==> src/rtl/nmi2apb_bridge.sv <==
// NMI to APB4 bridge: address decode, SETUP/ACCESS sequencing, rdata mux, errors.
// Optional ACCESS-phase timeout compiled in with `define APB_TIMEOUT_EN.
module nmi2apb_bridge #(
  parameter int          NUM_SLV     = 8,
  parameter logic [31:0] BASE_ADDR   = 32'h1000_0000,
  parameter int          SLV_AW      = 12,
  parameter int          TIMEOUT_CYC = 255,
  parameter logic [31:0] ERR_RDATA   = 32'hDEAD_BEEF
) (
  input  logic                    clk_i,
  input  logic                    rst_i,
  input  logic                    nmi_valid_i,
  input  logic [31:0]             nmi_addr_i,
  input  logic [31:0]             nmi_wdata_i,
  input  logic [3:0]              nmi_wstrb_i,
  output logic [31:0]             nmi_rdata_o,
  output logic                    nmi_ready_o,
  output logic [31:0]             apb_paddr_o,
  output logic [2:0]              apb_pprot_o,
  output logic [NUM_SLV-1:0]      apb_psel_o,
  output logic                    apb_penable_o,
  output logic                    apb_pwrite_o,
  output logic [31:0]             apb_pwdata_o,
  output logic [3:0]              apb_pstrb_o,
  input  logic [NUM_SLV-1:0]      apb_pready_i,
  input  logic [NUM_SLV*32-1:0]   apb_prdata_i,
  input  logic [NUM_SLV-1:0]      apb_pslverr_i,
  output logic                    err_o
);

  if (NUM_SLV < 1 || NUM_SLV > 16) begin : g_bad_num_slv
    $error("nmi2apb_bridge: NUM_SLV out of range");
  end
  if (TIMEOUT_CYC < 1 || TIMEOUT_CYC > 255) begin : g_bad_timeout
    $error("nmi2apb_bridge: TIMEOUT_CYC out of range");
  end

  typedef enum logic [1:0] {
    IDLE,
    SETUP,
    ACCESS,
    RESP
  } state_t;

  state_t state_q;
  state_t state_d;

  logic [31:0]        paddr_q;
  logic [31:0]        pwdata_q;
  logic [3:0]         pstrb_q;
  logic               pwrite_q;
  logic [NUM_SLV-1:0] psel_q;
  logic               penable_q;
  logic [31:0]        rdata_q;
  logic               err_q;

  logic [31:0]        off;
  logic [31:0]        blk;
  logic               hit;
  logic [NUM_SLV-1:0] sel_dec;
  logic               slv_ready;
  logic               slv_err;
  logic [31:0]        slv_rdata;
  logic               timeout;

  // Window offset and slave index of the incoming request.
  always_comb begin
    off     = nmi_addr_i - BASE_ADDR;
    blk     = off >> SLV_AW;
    hit     = (nmi_addr_i >= BASE_ADDR) &&
              (blk < 32'(NUM_SLV));
    sel_dec = '0;
    for (int k = 0; k < NUM_SLV; k++) begin
      sel_dec[k] = hit && (blk == 32'(k));
    end
  end

  // Only the currently selected slave may complete or flag an error.
  always_comb begin
    slv_ready = |(apb_pready_i & psel_q);
    slv_err   = |(apb_pslverr_i & psel_q);
    slv_rdata = '0;
    for (int k = 0; k < NUM_SLV; k++) begin
      if (psel_q[k]) begin
        slv_rdata = slv_rdata | apb_prdata_i[32*k +: 32];
      end
    end
  end

`ifdef APB_TIMEOUT_EN
  logic [7:0] tmo_cnt_q;

  always_ff @(posedge clk_i) begin
    if (rst_i) begin
      tmo_cnt_q <= '0;
    end else if (state_q == SETUP) begin
      tmo_cnt_q <= '0;
    end else if (state_q == ACCESS &&
                 tmo_cnt_q != 8'hFF) begin
      tmo_cnt_q <= tmo_cnt_q + 8'd1;
    end
  end

  assign timeout = (state_q == ACCESS) &&
                   (tmo_cnt_q == 8'(TIMEOUT_CYC));
`else
  assign timeout = 1'b0;
`endif

  always_ff @(posedge clk_i) begin
    if (rst_i) begin
      state_q <= IDLE;
    end else begin
      state_q <= state_d;
    end
  end

  always_comb begin
    state_d = state_q;
    unique case (state_q)
      IDLE: begin
        if (nmi_valid_i) begin
          state_d = hit ? SETUP : RESP;
        end
      end
      SETUP: state_d = ACCESS;
      ACCESS: begin
        if (slv_ready || timeout) begin
          state_d = RESP;
        end
      end
      RESP: state_d = IDLE;
      default: state_d = IDLE;
    endcase
  end

  // A pready in the limit cycle takes priority over the timeout.
  always_ff @(posedge clk_i) begin
    if (rst_i) begin
      paddr_q   <= '0;
      pwdata_q  <= '0;
      pstrb_q   <= '0;
      pwrite_q  <= 1'b0;
      psel_q    <= '0;
      penable_q <= 1'b0;
      rdata_q   <= '0;
      err_q     <= 1'b0;
    end else begin
      err_q <= 1'b0;
      unique case (state_q)
        IDLE: begin
          if (nmi_valid_i && hit) begin
            paddr_q  <= nmi_addr_i;
            pwdata_q <= nmi_wdata_i;
            pstrb_q  <= nmi_wstrb_i;
            pwrite_q <= |nmi_wstrb_i;
            psel_q   <= sel_dec;
          end else if (nmi_valid_i) begin
            rdata_q <= ERR_RDATA;
            err_q   <= 1'b1;
          end
        end
        SETUP: penable_q <= 1'b1;
        ACCESS: begin
          if (slv_ready) begin
            psel_q    <= '0;
            penable_q <= 1'b0;
            rdata_q   <= pwrite_q ? '0 : slv_rdata;
            err_q     <= slv_err;
          end else if (timeout) begin
            psel_q    <= '0;
            penable_q <= 1'b0;
            rdata_q   <= ERR_RDATA;
            err_q     <= 1'b1;
          end
        end
        RESP: ;
        default: ;
      endcase
    end
  end

  assign nmi_ready_o   = (state_q == RESP);
  assign nmi_rdata_o   = rdata_q;
  assign err_o         = err_q;
  assign apb_paddr_o   = paddr_q;
  assign apb_pprot_o   = 3'b000;
  assign apb_psel_o    = psel_q;
  assign apb_penable_o = penable_q;
  assign apb_pwrite_o  = pwrite_q;
  assign apb_pwdata_o  = pwdata_q;
  assign apb_pstrb_o   = pstrb_q;

endmodule
==> config.mk <==
export PLATFORM = sky130hd
export DESIGN_NAME = nmi2apb_bridge
export DESIGN_NICKNAME = d
export VERILOG_FILES = /design/src/rtl/nmi2apb_bridge.sv
export SDC_FILE = /design/constraint.sdc
export NUM_CORES = 1
export LEC_CHECK = 0
export ABC_AREA = 1
export BUFFER_PORTS_ARGS = -buffer_cell sky130_fd_sc_hd__buf_2
export CELL_PAD_IN_SITES_DETAIL_PLACEMENT = 0
export CELL_PAD_IN_SITES_GLOBAL_PLACEMENT = 2
export CORE_MARGIN = 2
export CORE_UTILIZATION = 19
export CTS_CLUSTER_DIAMETER = 100
export DETAILED_ROUTE_END_ITERATION = 6
export PLACE_DENSITY_LB_ADDON = 0.1
export SLEW_MARGIN = 20
export SYNTH_ARGS = -nofsm -noshare
export SYNTH_HDL_FRONTEND = slang
export SYNTH_SLANG_ARGS = --single-unit
export TNS_END_PERCENT = 20
==> constraint.sdc <==
create_clock -name clk_i -period 2.1 [get_ports clk_i]
set_input_delay 0.21 -clock clk_i [delete_from_list [all_inputs] [get_ports clk_i]]
set_output_delay 0.21 -clock clk_i [all_outputs]
set_load 0.02 [all_outputs]
# == Word-level counts from Yosys, hierarchy flattened ==
# Cells that the tools add are included.
# totals
ff_bits,113
inputBits,343
output_inout_bits,115
wordCells,83
# classes
n_addsub,1
order_cmp,2
eq_ne,14
mux,26
bitwise,9
n_reduce_logical,22
# ops
cell,n
$mux 32,12
$or 32x32->32,7
$eq 20x3->1 const B,4
$pmux 32 s2,1
$eq 20x2->1 const B,2
$ge 32x29->1 const B,1
$logic_not 32->1,1
$sub 32x29->32 const B,1
$eq 20x1->1 const B,1
$lt 20x4->1 const B,1
$and 8x8->8,2
$mux 8,2
$pmux 8 s2,1
$reduce_or 8->1,2
$logic_and 1x1->1,10
$ne 2x2->1 const B,4
$pmux 2 s4,1
$mux 2,3
$reduce_and 2->1,3
$eq 2x2->1 const B,2
$mux 1,4
$pmux 1 s2,2
$reduce_and 4->1,1
$reduce_bool 2->1,2
4 further kinds,4

# == Logic depth before layout (Yosys ltp) ==
# Gate-level depths: netlist (run 1).
# depth
ltp_word,18
ltp_mapped,11
mapped_depth_nobuf,9

# == Least setup slack after synthesis (run 1) ==
# No wires, ideal clock.
# synth_timing
kind,register to register
from,register psel_q[6] (netlist: apb_psel_o[6])
to,register rdata_q[29] (netlist: nmi_rdata_o[29])
setup_time_ns,0.113
t_arrival_ns,1.466
t_required_ns,1.987
setup_slack_ns,0.522
path_stages_with_launch,12
n_path_buf,2
synth_period_minus_slack_ns,1.578
path_cell_list,dfxtp_1 -> buf_2 -> nand2_1 -> nand2_1 -> nor2_1 -> nand3_2 -> nand3_2 -> nor2_4 -> buf_6 -> nand2_1 -> nand2_1 -> nor2_1
# synth_via
elab_chain_cells,6
elab_cells_between_ends,10
cone_classes,1 x eq/ne; 5 x mux; 2 x bitwise; 2 x reduce/logical
# synth_rtl
element,line_no,source
from (decl),52,logic [NUM_SLV-1:0] psel_q;
from (signal assigned),157,psel_q <= sel_dec;
$mux 32,84,if (psel_q[k]) begin
$or 32x32->32,85,slv_rdata = slv_rdata | apb_prdata_i[32*k +: 32];
$mux 32,84,
$mux 32,168,rdata_q <= pwrite_q ? '0 : slv_rdata;
$mux 32,165,if (slv_ready) begin
$pmux 32 s2,150,unique case (state_q)
to (signal assigned),168,
to (decl),54,logic [31:0] rdata_q;
# Parallel ways exist; a longest one is shown, timed or not. The select of a mux whose other input is x is not followed.
# A chain may end at the register's enable or synchronous reset.

# == Final worst setup path (run 1) ==
# layout_timing
from,register state_q[0]
to,register rdata_q[5] (netlist: nmi_rdata_o[5])
# layout_via
elab_chain_cells,3
elab_cells_between_ends,8
cone_classes,4 x eq/ne; 1 x mux; 3 x reduce/logical
# layout_rtl
element,line_no,source
from (decl),45,state_t state_q;
from (signal assigned),114,state_q <= state_d;
$eq 2x2->1 or $logic_not 2->1 (tied branches),150,
$ne 2x2->1 (no source line) or $reduce_bool 2->1 (tied branches),n/a,
$reduce_and 4->1 (no source line),n/a,
# Parallel ways exist; a longest one is shown, timed or not.

==> results.json, run 1 <==
{
  "coreArea_um2": 32500,
  "finalHoldViolCount": 0,
  "tritoncts": "done",
  "hpwlAfterDp_mm": 27.0,
  "ff_latch_area_um2": 2260,
  "maxCapViolCount": 0,
  "io_buffers": 454,
  "synthDistinctLibCells": 30,
  "vias": 7972,
  "fin_cells": 1931,
  "die_area_um2": 34500,
  "crit_arrival_ns": 2.17,
  "drtIter0Drc": 367,
  "ys_ff_latch": 113,
  "gp_congestion": 0.793,
  "grt_pass1_vias": 8050,
  "place_area_um2": 8970,
  "drtAntennaViolNets": 0,
  "via_per_inst": 4.13,
  "start_util_pct": 19.3,
  "row_count": 66,
  "grt_pass1_wl_mm": 49.1,
  "routedWlPerCell_um": 17.5,
  "fillers": 3872,
  "postLayoutSetupSlackWorst_ns": 0.231,
  "startpoint_type": "flop",
  "tns_ns": 0,
  "yosys_most_used_dff": "dfxtp_1",
  "drive_gt1_share_pct": 35.9,
  "synthArstFlopShare_pct": 0,
  "slew_violations": 0,
  "insertion_delay_ns": 0.42,
  "rsz0062_at_grt": "no",
  "synth_area_leaders": "dfxtp_1 36%, nand2_1 23%, nor2_1 11%",
  "ys_warn_count": 0,
  "synthMostInstantiatedCell": "nand2_1",
  "cts.sinks": 113,
  "utilization_pct": 29.7,
  "root_buffer": "clkbuf_16",
  "wirelength_mm": 33.9,
  "antenna_found_initial": 10,
  "clockBufferDepth": 2,
  "vdd_drop_max_v": 0.000683,
  "cellLeakagePower_nw": 5.24,
  "die_x_um": 186,
  "ios": 458,
  "yosysSeqAreaShare_pct": 36.1,
  "drt_pass1_iterations": 5,
  "cts.htree.levels": 4,
  "syn2layout_area_growth_pct": 53.9,
  "grt-ovfl-total": 0,
  "dpl_worst_slack_ns": 0.129,
  "critPathRequiredTime_ns": 2.41,
  "drc": 0,
  "yosysTopAreaCell": "dfxtp_1",
  "fin_skew_ns": 0.0167,
  "critPathKind": "reg2reg",
  "end_kind": "flop",
  "dp_cells": 1879,
  "max_freq_ghz": 0.535,
  "cts_post_setup_buffers_inserted": 0,
  "period_share_pct": 89.0,
  "period_minus_slack_ns": 1.87,
  "synth_edf_count": 0,
  "synth_cells": 1024,
  "grt.total_usage_pct": 19.4,
  "multi_input_area_um2": 3490,
  "hold_class": "in2reg",
  "fin_nets": 1814,
  "grt_max_degree": 103,
  "setup_viol": 0,
  "synth_common_cells": "381 x nand2_1, 189 x nor2_1, 113 x dfxtp_1, 61 x nand3_1, 54 x a21oi_1",
  "power.density_nw_per_um2": 837,
  "fin_area_um2": 9660,
  "syn-cell-area_um2": 6270,
  "die_h_um": 186,
  "worstPathMaxFanout": 32,
  "avgSynthCellArea_um2": 6.13,
  "clkTransAtPathRegs_ns": 0.06,
  "cts_inserted_buffers": 17,
  "status": "finished clean",
  "synth_top_area_share_pct": 36.1
}
==> cells by family after synthesis <==
logic type | after synthesis | synth area share [%]
fa+ha+maj | 3 | 0.598
other cells | 1 | 0.0598
flops | 113 | 36.1
simple gates | 684 | 45.0
xor+xnor | 1 | 0.259
buf+inv | 103 | 8.37
compound gates | 119 | 9.67
==> layer usage <==
metal / track usage [%] / wire, um
met3: 6.16 / 2490
met2: 35.2 / 17100
met1: 21.9 / 13900
met5: 0 / 23
met4: 4.88 / 368
==> stage by stage <==
step                      power, W  hold WS [ns]
final                      0.00808        0.0209
after global routing       0.00868       0.00908
after CTS                  0.00825     0.0000439
after detailed placement   0.00549         0.438
after global placement     0.00548         0.432
after floorplan            0.00439         0.338
==> placed cells by master, fill, tap and decap left out, types with 3 or more instances in the layout <==
cell / n
o21ai_0: 48
ha_1: 3
buf_4: 21
nand4_1: 24
nand2_1: 381
clkbuf_1: 3
conb_1: 3
inv_1: 30
clkbuf_16: 17
clkinv_2: 7
nand3b_1: 8
dfxtp_1: 113
clkbuf_8: 3
nor2_1: 189
a21oi_1: 54
diode_2: 10
nor2_2: 13
buf_2: 454
o21ai_1: 13
buf_12: 5
dlygate4sd3_1: 12
nand3_1: 61
==> layout make-up <==
cell class | count | area share (%)
Antenna cell | 10 | 0.259
Tap cell | 442 | 5.73
Timing Repair Buffer | 493 | 27.6
Sequential cell | 113 | 23.4
Multi-Input combinational cell | 810 | 36.2
Inverter | 33 | 1.30
Clock inverter | 7 | 0.622
Clock buffer | 23 | 4.95
==> timing repair <==
| action | in CTS | in global routing |
|---|---|---|
| endpoints found under the hold margin | 12 | 0 |
| hold buffers | 12 | 0 |
| resized for setup | 0 | 1 |
| setup endpoints to repair | 0 | 16 |
==> power breakdown <==
group	total (W)	switching, W	internal [W]
combinational	0.00273	0.00176	0.000971
clock	0.00269	0.000998	0.00169
sequential	0.00266	0.000187	0.00248
==> state kept, by name, summed over array words and instances, names as in the netlist <==
name / flops
apb_psel_o: 8
apb_paddr_o: 32
apb_pwrite_o: 1
apb_pwdata_o: 32
apb_penable_o: 1
apb_pstrb_o: 4
nmi_rdata_o: 32
state_q: 2
err_o: 1
==> worst max-delay path, stage by stage, from the launching register on <==
cell     delay (ns)
dfxtp_1        0.32
inv_1          0.08
ha_1           0.28
nor2_1         0.08
inv_1          0.07
nand3_2        0.14
nor2_4         0.29
buf_6          0.29
nand2_1        0.09
nand2_1        0.06
nor2_1         0.04
==> worst paths after layout <==
kind                                      start               end  slack, ns  depth (start not counted)
worst max register to register       state_q[0]    nmi_rdata_o[5]       0.23                         10
worst min-delay path            nmi_wdata_i[29]  apb_pwdata_o[29]       0.02                          3
worst max-delay path                 state_q[0]    nmi_rdata_o[5]       0.23                         10
worst min register to register  apb_paddr_o[19]   apb_paddr_o[19]       0.45                          2
Power figures use the tool's default switching activity.
==> run 2: changes to the inputs <==
Settings changed: ABC_AREA 1 to unset, CORE_AREA set to 2 2 178 180, CORE_MARGIN 2 to unset, CORE_UTILIZATION 19 to unset, DIE_AREA set to 0 0 180 182.
==> results.json, run 2 <==
{
  "layout_common_cells": "453 x buf_2, 134 x a22oi_1, 113 x nand2_1",
  "max_freq_ghz": 0.518,
  "gp_congestion": 0.811,
  "setup_viol": 0,
  "swShare_pct": 34.4,
  "synth_top_area_share_pct": 39.3,
  "fillers": 3416,
  "p_int_w": 0.00488,
  "rsz0062_at_grt": "yes",
  "critPathKind": "reg2reg",
  "clockBufferDepth": 2,
  "cts_inserted_buffers": 17,
  "hold_class": "in2reg",
  "end_kind": "flop",
  "via_per_inst": 4.60,
  "p_sw_w": 0.00256,
  "finalHoldViolCount": 0,
  "hold_buffers": 0,
  "fin_skew_ns": 0.00940,
  "crit_arrival_ns": 2.18,
  "synthArstFlopShare_pct": 0,
  "io_buffers": 454,
  "postLayoutSetupSlackWorst_ns": 0.170,
  "yosys_most_used_dff": "dfxtp_1",
  "worstPathMaxFanout": 12,
  "cts.sinks": 113,
  "cellLeakagePower_nw": 3.96,
  "vias": 6915,
  "drtIter0Drc": 274,
  "period_share_pct": 91.9,
  "synth_cells": 656,
  "yosysSeqAreaShare_pct": 39.3,
  "vdd_drop_max_v": 0.000485,
  "ys_ff_latch": 113,
  "die_h_um": 182,
  "hpwlAfterDp_mm": 23.1,
  "combPwrFrac_pct": 29.5,
  "grt_pass1_vias": 7101,
  "worstReg2RegStart": "state_q[1]",
  "crit_start": "state_q[1]",
  "worst_r2r_endpoint": "nmi_rdata_o[31]",
  "root_buffer": "clkbuf_16",
  "maxSlewHeadroom_pct": 60.9,
  "sequentialPowerShare_pct": 34.0,
  "antenna_found_initial": 7,
  "avgSynthCellArea_um2": 8.77,
  "coreArea_um2": 31000,
  "mostFrequentLayoutCell": "buf_2",
  "yosysTopAreaCell": "dfxtp_1",
  "endpoint": "nmi_rdata_o[31]",
  "clockPowerShare_pct": 36.5,
  "die_x_um": 180,
  "tritoncts": "done",
  "drc": 0,
  "ys_warn_count": 0,
  "drive_gt1_share_pct": 49.6,
  "worstRegToRegCells": 6,
  "grt-ovfl-total": 0,
  "row_count": 65,
  "routedWlPerCell_um": 20.9,
  "synth_area_leaders": "dfxtp_1 39%, a22oi_1 17%, nand2_1 7.4%",
  "period_minus_slack_ns": 1.93,
  "slew_violations": 0,
  "drt_pass1_iterations": 5,
  "r2r_slack_ns": 0.17,
  "fin_nets": 1430,
  "critPathRequiredTime_ns": 2.35,
  "clkTransAtPathRegs_ns": 0.06,
  "grt_max_degree": 56,
  "worst_slew_pin_slew_ns": 0.584,
  "dpl_worst_slack_ns": -0.0322,
  "startpoint_type": "flop",
  "syn2layout_area_growth_pct": 56.9,
  "holdPathStages": 3,
  "synthDistinctLibCells": 48,
  "grt_pass1_wl_mm": 46.0,
  "status": "finished clean",
  "syn-cell-area_um2": 5750,
  "ios": 458,
  "maxCapViolCount": 0,
  "synthMostInstantiatedCell": "a22oi_1",
  "whs_ns": 0.0397,
  "start_util_pct": 18.6,
  "die_area_um2": 32800,
  "power.density_nw_per_um2": 824,
  "cts.htree.levels": 4,
  "insertion_delay_ns": 0.40,
  "synth_edf_count": 0,
  "grt.total_usage_pct": 18.4,
  "synth_common_cells": "134 x a22oi_1, 113 x dfxtp_1, 113 x nand2_1, 51 x a21oi_1, 39 x clkbuf_1",
  "wirelength_mm": 31.4,
  "drtAntennaViolNets": 0
}
run 2: changes by cell type in the layout (fill, tap and decap cells not counted), sizes merged, moves of 10 or more:
cell / before / now
o21ai: 61 / 2
and2: 1 / 18
nand4: 24 / 12
a221oi: 0 / 24
nand2: 381 / 114
buf: 481 / 471
a41o: 0 / 24
a22oi: 0 / 137
nor2: 204 / 15
nand3: 64 / 3
dlygate4sd3: 12 / 0
run 2: kinds of logic after synthesis:
logic type / after synthesis / synth area share, %
DFF: 113 / 39.3
muxes: 9 / 1.57
adders and majority gates: 3 / 0.653
and+or+nand+nor: 183 / 15.4
AOI/OAI and AO/OA: 253 / 35.0
buffers and inverters: 94 / 7.96
other: 1 / 0.0652
run 2: how the worst min path moves through the flow:
stage / startpoint / endpoint / slack (ns)
floorplan: nmi_addr_i[0] / apb_paddr_o[0] / 0.35
global placement: apb_pwdata_o[9] / apb_pwdata_o[9] / 0.44
detailed placement: apb_pwdata_o[29] / apb_pwdata_o[29] / 0.44
CTS: nmi_wdata_i[6] / apb_pwdata_o[6] / 0.01
global route: nmi_wdata_i[4] / apb_pwdata_o[4] / 0.02
finish: nmi_wdata_i[12] / apb_pwdata_o[12] / 0.04
run 2: what timing repair did:
action / CTS / global route
setup endpoints to repair: 4 / 40
gates resized for setup: 0 / 2
buffers inserted: 0 / 0
gates cloned: 0 / 1
pin swaps: 1 / 1
run 2: stage by stage:
step	util, %	total power, W	instances	setup TNS [ns]	instance area (um2)
2_1_floorplan	-	0.00387	658	0	5760
3_3_place_gp	27.2	0.00483	1466	-0.0337	8440
3_5_place_dp	27.2	0.00481	1466	-0.104	8440
4_1_cts	29.0	0.00762	1498	-0.107	9000
5_1_grt	29.1	0.00788	1503	-0.00100	9020
6_report	29.1	0.00744	1503	0	9020
run 2: cell type report:
class	instances	area, um2	area share (%)
Inverter	29	109	1.21
Sequential cell	113	2260	25.1
Multi-Input combinational cell	452	3060	34.0
Antenna cell	4	10.0	0.111
Tap cell	402	503	5.57
Clock inverter	14	121	1.34
Clock buffer	18	439	4.87
Timing Repair Buffer	471	2510	27.9
run 2: worst max-delay path: stages (launching register included):
cell and delay (ns):
dfxtp_1 0.39, inv_1 0.06, ha_1 0.24, nand2_1 0.12
nand3_1 0.26, nor2_4 0.54, a221oi_1 0.16
run 2: layer usage:
metal	vias up	track usage, %	part of all wire [%]
li1	3328	-	-
met1	3267	21.4	41
met2	279	31.8	49
met3	39	5.86	7.3
met4	2	6.80	2.7
met5	-	0	0.057
run 2: power by group through the flow:
stage	Clock (W)	Combinational, W	Sequential (W)
4_1_cts	0.00283	0.00225	0.00253
3_5_place_dp	0	0.00223	0.00257
6_report	0.00272	0.00220	0.00253
5_1_grt	0.00294	0.00238	0.00256
2_1_floorplan	0	0.00100	0.00287
3_3_place_gp	0	0.00226	0.00257
==> run 3: changes to the inputs <==
Settings changed: CORE_AREA 2 2 178 180 to unset, CORE_ASPECT_RATIO set to 0.75, CORE_MARGIN set to 2, CORE_UTILIZATION set to 20, DIE_AREA 0 0 180 182 to unset, SLEW_MARGIN 20 to 15.
==> results.json, run 3 (synthesis results as in run 2) <==
{
  "period_share_pct": 93.8,
  "grt-ovfl-total": 0,
  "cts.htree.levels": 4,
  "ff_latch_area_um2": 2260,
  "clockBufferDepth": 2,
  "drtAntennaViolNets": 0,
  "drc": 0,
  "cts.sinks": 113,
  "grt.total_usage_pct": 18.9,
  "vias": 6831,
  "fillers": 3140,
  "worstPathMaxFanout": 24,
  "path_cells": "inv_1 -> ha_2 -> and2_1 -> and3_4 -> nor2_4 -> a221oi_1",
  "die_area_um2": 30100,
  "place_area_um2": 8470,
  "max_freq_ghz": 0.508,
  "syn2layout_area_growth_pct": 58.2,
  "worst_r2r_endpoint": "nmi_rdata_o[1]",
  "worst_slew_pin_slew_ns": 0.865,
  "critPathRequiredTime_ns": 2.34,
  "routedWlPerCell_um": 19.7,
  "holdPathStages": 3,
  "vdd_drop_max_v": 0.000576,
  "wirelength_mm": 29.4,
  "hold_buffers": 0,
  "row_count": 53,
  "critPathKind": "reg2reg",
  "die_x_um": 200,
  "fin_skew_ns": 0.0101,
  "grt_pass1_vias": 6711,
  "cts_inserted_buffers": 17,
  "mostFrequentLayoutCell": "buf_2",
  "hpwlAfterDp_mm": 22.6,
  "slew_violations": 0,
  "ios": 458,
  "coreArea_um2": 28100,
  "finalHoldViolCount": 0,
  "die_h_um": 151,
  "antenna_found_initial": 5,
  "status": "finished clean",
  "drt_pass1_iterations": 4,
  "crit_arrival_ns": 2.21,
  "hold_class": "in2reg",
  "use_met3_pct": 5.63,
  "grt_max_degree": 56,
  "cts_post_setup_buffers_inserted": 0,
  "min_from": "nmi_wdata_i[27]",
  "critPathMaxStageDelay_ns": 0.64,
  "cp.buffers_inverters": 1,
  "gp_congestion": 0.794,
  "rsz0062_at_grt": "yes",
  "tritoncts": "done",
  "layout_common_cells": "453 x buf_2, 134 x a22oi_1, 113 x nand2_1",
  "start_util_pct": 20.5,
  "insertion_delay_ns": 0.41,
  "cpMaxStageDelayCell": "nor2_4",
  "r2r_slack_ns": 0.13,
  "maxSlewHeadroom_pct": 42.2,
  "use_met1_pct": 23.1,
  "multi_input_area_um2": 3050,
  "worstReg2RegStart": "state_q[0]",
  "power.density_nw_per_um2": 853,
  "cellLeakagePower_nw": 4.00,
  "tns_ns": 0,
  "drive_gt1_share_pct": 49.8,
  "clkTransAtPathRegs_ns": 0.06,
  "drtIter0Drc": 336,
  "min_to": "apb_pwdata_o[27]",
  "fin_nets": 1433,
  "maxCapViolCount": 0,
  "end_kind": "flop",
  "grt_pass1_wl_mm": 42.0,
  "busiest_layer": "met2",
  "critPathTopFamily": "simple AND/OR/NAND/NOR gates",
  "period_minus_slack_ns": 1.97,
  "via_per_inst": 4.59,
  "setup_viol": 0,
  "grt_util_met2_pct": 32.3,
  "root_buffer": "clkbuf_16",
  "startpoint_type": "flop",
  "fin_area_um2": 9100,
  "io_buffers": 454,
  "worstRegToRegCells": 6
}
-- run 3: cell types whose count changed in the layout (fill, tap and decap cells not counted), moves of 2 or more --
cell	previous run	this run
inv_6	6	2
clkinv_2	0	2
clkinv_4	4	1
nor2_4	3	1
buf_4	9	11
bufinv_16	0	3
buf_12	9	11
-- run 3: layout make-up --
cell class	instances	area share (%)
Multi-Input combinational cell	451	33.5
Clock inverter	12	1.72
Inverter	29	1.20
Antenna cell	4	0.110
Tap cell	385	5.29
Sequential cell	113	24.9
Clock buffer	20	5.02
Timing Repair Buffer	475	28.2
-- run 3: power breakdown --
group          internal, W  switching (W)  total [W]
sequential         0.00241       0.000120    0.00253
combinational     0.000964        0.00128    0.00225
clock              0.00193        0.00106    0.00299
total              0.00531        0.00246    0.00776
-- run 3: timing repair --
| item | 4_1_cts | 5_1_grt |
|---|---|---|
| pin swaps | 1 | 0 |
| setup endpoints to repair | 6 | 24 |
| resized for setup | 0 | 3 |
-- run 3: worst max-delay path by stage --
stage | from | to | slack, ns | cells past startpoint
floorplan | apb_psel_o[4] | nmi_rdata_o[13] | 0.43 | 7
global placement | state_q[1] | nmi_rdata_o[1] | -0.0002 | 6
detailed placement | state_q[0] | nmi_rdata_o[1] | -0.08 | 6
CTS | state_q[0] | nmi_rdata_o[1] | -0.06 | 6
global route | state_q[0] | nmi_rdata_o[31] | -0.05 | 6
finish | state_q[0] | nmi_rdata_o[1] | 0.13 | 6
-- run 3: metrics by stage --
stage | hold WS (ns) | instances | util, % | setup slack (ns) | power (W)
4_1_cts | 0.0113 | 1485 | 32.3 | -0.0606 | 0.00790
6_report | 0.0388 | 1489 | 32.4 | 0.130 | 0.00776
2_1_floorplan | 0.350 | 658 | - | 0.431 | 0.00387
5_1_grt | 0.00869 | 1489 | 32.4 | -0.0490 | 0.00819
3_5_place_dp | 0.441 | 1453 | 30.1 | -0.0815 | 0.00485
3_3_place_gp | 0.436 | 1453 | 30.1 | -0.000156 | 0.00485
-- run 3: routing by layer --
layer | wire, um | vias to the layer above | part of all wire, %
li1 | - | 3328 | -
met1 | 12300 | 3196 | 42
met2 | 14200 | 283 | 48
met3 | 2420 | 22 | 8.2
met4 | 395 | 2 | 1.3
met5 | 7 | - | 0.024
-- run 3: worst min-delay path, stage by stage --
cell,delay [ns]
buf_2,0.09
nand2_1,0.04
a21oi_1,0.05
